[src/rtl/cpu_pkg.sv]
// Shared types and constants for the PC redirect logic.
package cpu_pkg;

  localparam int unsigned XLEN = 32;

  // Default PC loaded on reset.
  localparam logic [XLEN-1:0] RESET_PC_DEF = 32'h0000_0000;

  // Redirect FSM: RUN fetches normally, HOLD parks one redirect during a stall.
  typedef enum logic {
    ST_RUN  = 1'b0,
    ST_HOLD = 1'b1
  } state_e;

  // Which request source won arbitration this cycle.
  typedef enum logic [1:0] {
    SEL_NONE = 2'd0,
    SEL_BR   = 2'd1,
    SEL_JR   = 2'd2,
    SEL_JMP  = 2'd3
  } sel_e;

  // Word alignment check for a candidate fetch target.
  function automatic logic is_misaligned(input logic [XLEN-1:0] addr);
    return addr[1:0] != 2'b00;
  endfunction

endpackage

[src/rtl/pc_redirect_unit_select.sv]
// Priority select among branch / jr / jump requests plus alignment check.
module redirect_select
  import cpu_pkg::*;
(
  input  logic            br_taken,
  input  logic [XLEN-1:0] bta,
  input  logic            jr,
  input  logic [XLEN-1:0] jr_addr,
  input  logic            jmp,
  input  logic [XLEN-1:0] jmp_addr,
  output logic            sel_valid,
  output logic [XLEN-1:0] sel_target,
  output logic            sel_is_br,
  output logic            sel_misaligned
);

  sel_e sel;

  // The branch in EX is older than anything in ID, so it wins; jr beats jmp.
  always_comb begin
    sel = SEL_NONE;
    if (br_taken)  sel = SEL_BR;
    else if (jr)   sel = SEL_JR;
    else if (jmp)  sel = SEL_JMP;
  end

  // Route the winning target; alignment is judged on the winner only.
  always_comb begin
    sel_target = '0;
    unique case (sel)
      SEL_BR:   sel_target = bta;
      SEL_JR:   sel_target = jr_addr;
      SEL_JMP:  sel_target = jmp_addr;
      default:  sel_target = '0;
    endcase
    sel_valid      = (sel != SEL_NONE);
    sel_is_br      = (sel == SEL_BR);
    sel_misaligned = sel_valid && is_misaligned(sel_target);
  end

endmodule

[src/rtl/pc_redirect_unit.sv]
// Program counter owner: next-PC select, pipeline flushes, one-deep
// redirect buffer for redirects that land while fetch is stalled.
module pc_redirect_unit
  import cpu_pkg::*;
#(
  parameter logic [31:0] RESET_PC = RESET_PC_DEF,
  parameter int unsigned CNT_W    = 16
) (
  input  logic             clk,
  input  logic             rst_n,
  input  logic             fetch_stall,
  input  logic             br_taken,
  input  logic [31:0]      bta,
  input  logic             jmp,
  input  logic [31:0]      jmp_addr,
  input  logic             jr,
  input  logic [31:0]      jr_addr,
  output logic [31:0]      pc,
  output logic [31:0]      pc_plus_4,
  output logic             flush_if,
  output logic             flush_id,
  output logic             addr_err,
  output logic [31:0]      err_addr,
  output logic [CNT_W-1:0] redirect_cnt
);

  logic        sel_valid;
  logic [31:0] sel_target;
  logic        sel_is_br;
  logic        sel_misaligned;
  logic        accept;
  logic        reject;

  state_e           state_q, state_d;
  logic [31:0]      pc_q, pc_d;
  logic [31:0]      pend_q, pend_d;
  logic             err_q, err_d;
  logic [31:0]      err_addr_q, err_addr_d;
  logic [CNT_W-1:0] cnt_q, cnt_d;

  redirect_select u_sel (
    .br_taken       (br_taken),
    .bta            (bta),
    .jr             (jr),
    .jr_addr        (jr_addr),
    .jmp            (jmp),
    .jmp_addr       (jmp_addr),
    .sel_valid      (sel_valid),
    .sel_target     (sel_target),
    .sel_is_br      (sel_is_br),
    .sel_misaligned (sel_misaligned)
  );

  // A misaligned winner is dropped outright; lower-priority requests do not
  // get a second chance in the same cycle.
  assign accept = sel_valid && !sel_misaligned;
  assign reject = sel_valid &&  sel_misaligned;

  assign pc_plus_4 = pc_q + 32'd4;
  // flush_id only for branches: it kills the younger jump sitting in ID.
  assign flush_if  = accept;
  assign flush_id  = accept && sel_is_br;

  assign pc           = pc_q;
  assign addr_err     = err_q;
  assign err_addr     = err_addr_q;
  assign redirect_cnt = cnt_q;

  // Next-state: PC/pending-target update, error capture, redirect count.
  always_comb begin
    state_d    = state_q;
    pc_d       = pc_q;
    pend_d     = pend_q;
    err_d      = reject;
    err_addr_d = reject ? sel_target : err_addr_q;
    cnt_d      = (accept && (cnt_q != '1)) ? cnt_q + CNT_W'(1) : cnt_q;

    unique case (state_q)
      ST_RUN: begin
        if (accept) begin
          if (fetch_stall) begin
            pend_d  = sel_target;
            state_d = ST_HOLD;
          end else begin
            pc_d = sel_target;
          end
        end else if (!fetch_stall) begin
          pc_d = pc_plus_4;
        end
      end
      ST_HOLD: begin
        if (fetch_stall) begin
          // Newer redirect replaces the parked one; rejects leave it alone.
          if (accept) pend_d = sel_target;
        end else begin
          // On release a same-cycle redirect is newer than the parked one.
          pc_d    = accept ? sel_target : pend_q;
          state_d = ST_RUN;
        end
      end
      default: state_d = ST_RUN;
    endcase
  end

  // State registers; reset discards any parked redirect.
  always_ff @(posedge clk) begin
    if (!rst_n) begin
      state_q    <= ST_RUN;
      pc_q       <= RESET_PC;
      pend_q     <= '0;
      err_q      <= 1'b0;
      err_addr_q <= '0;
      cnt_q      <= '0;
    end else begin
      state_q    <= state_d;
      pc_q       <= pc_d;
      pend_q     <= pend_d;
      err_q      <= err_d;
      err_addr_q <= err_addr_d;
      cnt_q      <= cnt_d;
    end
  end

endmodule

[config.mk]
export PLATFORM = sky130hd
export DESIGN_NAME = pc_redirect_unit
export DESIGN_NICKNAME = d
export VERILOG_FILES = /design/src/rtl/cpu_pkg.sv /design/src/rtl/pc_redirect_unit_select.sv /design/src/rtl/pc_redirect_unit.sv
export SDC_FILE = /design/constraint.sdc
export NUM_CORES = 1
export LEC_CHECK = 0
export CAP_MARGIN = 20
export CORE_MARGIN = 4
export CORE_UTILIZATION = 43
export DETAILED_ROUTE_END_ITERATION = 10
export MAX_ROUTING_LAYER = met4
export PLACE_DENSITY = 0.77
export SLEW_MARGIN = 20
export SYNTH_ARGS = -nofsm -noshare
export SYNTH_HDL_FRONTEND = slang
export SYNTH_SLANG_ARGS = --single-unit
[constraint.sdc]
create_clock -name clk -period 5.3 [get_ports clk]
set_input_delay 0.795 -clock clk [delete_from_list [all_inputs] [get_ports clk]]
set_output_delay 0.795 -clock clk [all_outputs]
set_load 0.01 [all_outputs]
---- After elaboration in Yosys (flattened, before gate mapping) ----
Index checks and enable logic that the tools add are counted.
W data, S select, Z words.
operators by class
  $add $sub $neg .......................... 2
  equal/unequal tests ..................... 9
  multiplexer cells ....................... 17
  bitwise logic cells ..................... 1
  reductions and logical operators ........ 10
operators by type and width
  operator                 number
  $mux W32                 8
  $pmux W32 S2             2
  $pmux W32 S3             1
  $add A32 B3 Y32 const B  1
  $add A16 B1 Y16 const B  1
  $ne A16 B16 Y1 const B   1
  $ne A2 B2 Y1 const B     5
  $mux W2                  3
  $logic_and A1 B1 Y1      5
  $eq A2 B2 Y1 const B     2
  $reduce_bool A2 Y1       2
  $reduce_and A3 Y1        1
  $eq A2 B1 Y1 const B     1
  $mux W1                  2
  $pmux W1 S2              1
  $reduce_and A2 Y1        1
  $logic_not A1 Y1         1
  $not A1 Y1               1
storage, ports and cells
  bits in registers ....................... 114
  input port bits ......................... 102
  output and inout bits ................... 115
  word-level logic and storage cells ...... 45

---- Depth between registers and ports, before layout ----
  word-level depth ........................ 12
  gate-level depth with buffers ........... 9
  gate-level depth less buffers ........... 7

---- Hierarchy ----
A second synthesis with hierarchy kept.
unflattened totals
  cell total of the unflattened synthesis .. 905
  area, all modules ....................... 6536.3 sq um
modules (own cells, without submodules)
  module            instances  cells each  area an instance (sq um)  sequential area each (sq um)
  pc_redirect_unit  1          757         5694.2                    2282.2
  redirect_select   1          148         842.1                     0.0

---- Least setup slack after synthesis ----
Ideal clock, no wire load.
  path kind ............................... register to output
  start point ............................. register pc_q[4] (netlist: pc[4])
  end point ............................... output pc_plus_4[29]
  data arrival time ....................... 2006 ps
  required time ........................... 4505 ps
  slack ................................... 2499 ps
  cell stages (with the launch flop) ...... 6
  path buffers ............................ 1
  path through ............................ dfxtp_1 -> nand4_2 -> or4_1 -> clkbuf_2 -> or4_4 -> xnor2_2
between the ends
  word-level cells in the longest chain between the ends .. 1
RTL lines
  element                   RTL line                 text
  start: declaration        pc_redirect_unit.sv:35   logic [31:0] pc_q, pc_d;
  start signal: assignment  pc_redirect_unit.sv:116  pc_q <= pc_d;
  $add A32 B3 Y32           pc_redirect_unit.sv:59   assign pc_plus_4 = pc_q + 32'd4;
  end: declaration          pc_redirect_unit.sv:19   output logic [31:0] pc_plus_4,
No other way between the ends.

---- Worst setup path after layout ----
  start point ............................. register pc_q[2] (netlist: pc[2])
  end point ............................... output pc_plus_4[29]
The elaborated chain is that of the path after synthesis.

==> flow_metrics.py <==
metrics = {
    "global_routing": {
        "grt_pass1_vias": 6081,
        "track_usage_pct": 26.79,
        "grt_start_max_net_pins": 79,
        "grt-ovfl-total": 0,
        "antenna_found_initial": 1,
        "grt_pass1_wl_um": 33020,
    },
    "sta": {
        "relSlewSlack_pct": 30.13,
        "fin_hold_ws_ns": 0.4489,
        "max_freq_mhz": 253.3,
        "min_period_ns": 3.948,
        "worstMarginPinSlew_ns": 1.046,
        "report.final.slew_viol_count": 0,
        "period_share_pct": 74.49,
        "finalSetupViolCount": 0,
        "tns_ns": 0,
        "skew_ns": 0.005681,
        "finalHoldViolCount": 0,
        "rsz0062_at_grt": "false",
        "setup_ws_ns": 1.352,
    },
    "placed_design": {
        "routabilityCongestion": 0.8522,
        "dp.cells": 1154,
        "place_hpwl_um": 15430,
        "port_buffers": 216,
        "dpl_worst_slack_ns": 1.431,
    },
    "pwr": {
        "powerDensity_mw_per_mm2": 285.8,
        "vdd_drop_max_v": 0.0002146,
        "p_total_uw": 2494,
        "leakage_uw": 0.003305,
    },
    "floorplan": {
        "die-area_sq_mm": 0.01589,
        "placementRows": 42,
        "start_util_pct": 44.56,
        "io-pin-count": 217,
        "dieHeight_um": 126.1,
        "die_w_um": 126.1,
        "design.core.area_sq_mm": 0.01345,
    },
    "critical_path": {
        "arrival_ns": 3.15,
        "path_class": "reg2out",
        "cp.required_ns": 4.51,
        "endpoint_kind": "output pin",
        "crit_fanout": 8,
        "start_kind": "flip-flop",
    },
    "cells_and_area": {
        "area_growth_syn_to_layout_pct": 45.59,
        "drive_gt1_share_pct": 4.856,
        "instances_no_fill": 1186,
        "fill_cells": 1205,
        "nets": 1101,
    },
    "routing": {
        "vias_per_cell": 5.685,
        "wl_met3_um": 1983,
        "dr_wl_met2_um": 9956,
        "wl_per_cell_um": 18.17,
        "drc": 0,
        "drtIter0Drc": 733,
        "drtPass1Iterations": 5,
        "routed.top_layer": "met4",
        "routedLengthMet1_um": 9238,
        "routed_wl_um": 21550,
        "vias": 6742,
        "ant_nets": 0,
    },
    "synthesis": {
        "synth.cell_area_sq_mm": 0.005994,
        "synth_cell_types": 53,
        "ys_seq_elements": 114,
        "ys_seq_area_share_pct": 38.07,
        "ys.flop_type": "dfxtp_1",
        "syn_nets": 922,
        "syn_inst": 818,
        "avgSynthCellArea_sq_um": 7.328,
        "ys_warn_count": 0,
        "synth-edff-count": 0,
        "synthArstFlopShare_pct": 0,
    },
    "run_status": {
        "status": "finished clean",
    },
    "cts": {
        "cts_buffers": 17,
        "ctsResizeCount": 0,
        "clkTransAtPathRegs_ns": 0.05,
        "post_cts_buffers": 0,
        "cts.sinks": 114,
        "cts_tree": "yes",
        "clock_latency_ns": 0.42,
        "cts_hold_buf": 0,
        "clockBufferDepth": 2,
        "cts_root_buffer": "clkbuf_16",
        "htreeDepth": 4,
    },
    "flow_run": {
        "maxCapViolCount": 0,
    },
    "hold_path": {
        "min_path_type": "reg2reg",
    },
}
[cells by family after synthesis]
kind of cell | after synthesis | synth area share [%]
fa+ha+maj | 2 | 0.4174
simple gates | 339 | 25.86
flops | 114 | 38.07
buf+inv | 79 | 5.155
compound gates | 238 | 23.42
mux | 11 | 1.837
xor+xnor | 35 | 5.239
[flip-flops by register name (all words and copies together) (netlist names)]
register      count
addr_err          1
err_addr         32
pc               32
pend_q           32
redirect_cnt     16
state_q           1
[worst max-delay path: stages, from the launching register on]
cell,delay [ns]
dfxtp_1,0.50
nand2_1,0.21
or4_1,0.71
or4_4,0.60
xnor2_2,0.15
clkdlybuf4s50_1,0.56
[per-stage QoR]
step	cell area, sq um	util, %
global placement	8180	60.81
floorplan	5995	-
finish	8727	64.87
global route	8727	64.87
detailed placement	8180	60.81
CTS	8725	64.85
[cell usage after synthesis (all sizes together) (6+ instances only)]
cell,instances,share of area [%]
a21oi,100,8.3
a22oi,21,2.6
a31oi,9,0.94
and3,13,1.4
and3b,6,0.88
buf,10,0.81
clkbuf,55,3.5
dfxtp,114,38
inv,13,0.81
mux2i,11,1.8
nand2,176,11
nand3,54,4.5
nand4,16,1.9
nor2,39,2.4
nor3,8,0.67
nor4,7,0.73
o211a,7,1.2
o21ai,64,5.3
or4,6,0.81
xnor2,21,3.2
xor2,14,2.0
[placed cells by master, fill, tap and decap left out, types with 5 or more instances in the layout]
cell             synthesis  final
nor3_1                   8      8
a31oi_1                  9      9
nor4_1                   7      7
nand2_1                176    176
xnor2_1                 20     20
buf_4                    2      9
and3b_1                  6      6
or4_1                    5      5
nand3_1                 54     54
a21oi_1                100    100
and3_1                  13     13
a22oi_1                 21     21
clkdlybuf4s50_1          0    213
o21ai_0                 64     64
mux2i_1                 11     11
inv_1                   13     13
o211a_1                  7      7
nand4_1                 14     14
nor2_1                  39     38
clkbuf_16                0     17
clkbuf_8                 0      6
dfxtp_1                114    114
xor2_1                  14     14
clkinv_2                 0      5
[metal layers]
layer	vias to the layer above	GRT usage (%)
met5	-	-
met4	0	8.833
met3	31	6.774
met2	333	41.16
met1	3125	34.58
li1	3253	-
[final timing paths]
check / from / endpoint / slack [ns] / cells past startpoint
worst max-delay path: pc[2]$_SDFFE_PN0P_ / pc_plus_4[29] / 1.35 / 5
worst min-delay path: err_addr[18]$_SDFFE_PN0P_ / err_addr[18]$_SDFFE_PN0P_ / 0.45 / 2
worst max register to register: state_q$_SDFF_PN0_ / pc[7]$_SDFFE_PN0P_ / 2.56 / 4
worst min register to register: err_addr[18]$_SDFFE_PN0P_ / err_addr[18]$_SDFFE_PN0P_ / 0.45 / 2
[power by group]
group          leakage [uW]  internal, uW  switching (uW)
sequential         0.000932           906            46.8
clock              0.000276           664             387
combinational       0.00210           236             255
total               0.00331          1810             689
[layout make-up]
class,instances,area (sq um),area share (%)
Clock buffer,26,519.2,5.950
Clock inverter,5,25.02,0.2867
Timing Repair Buffer,225,2215,25.38
Inverter,14,52.55,0.6022
Antenna cell,1,2.502,0.02867
Tap cell,176,220.2,2.523
Multi-Input combinational cell,625,3411,39.08
Sequential cell,114,2282,26.15
(Power assumes the default switching activity.)
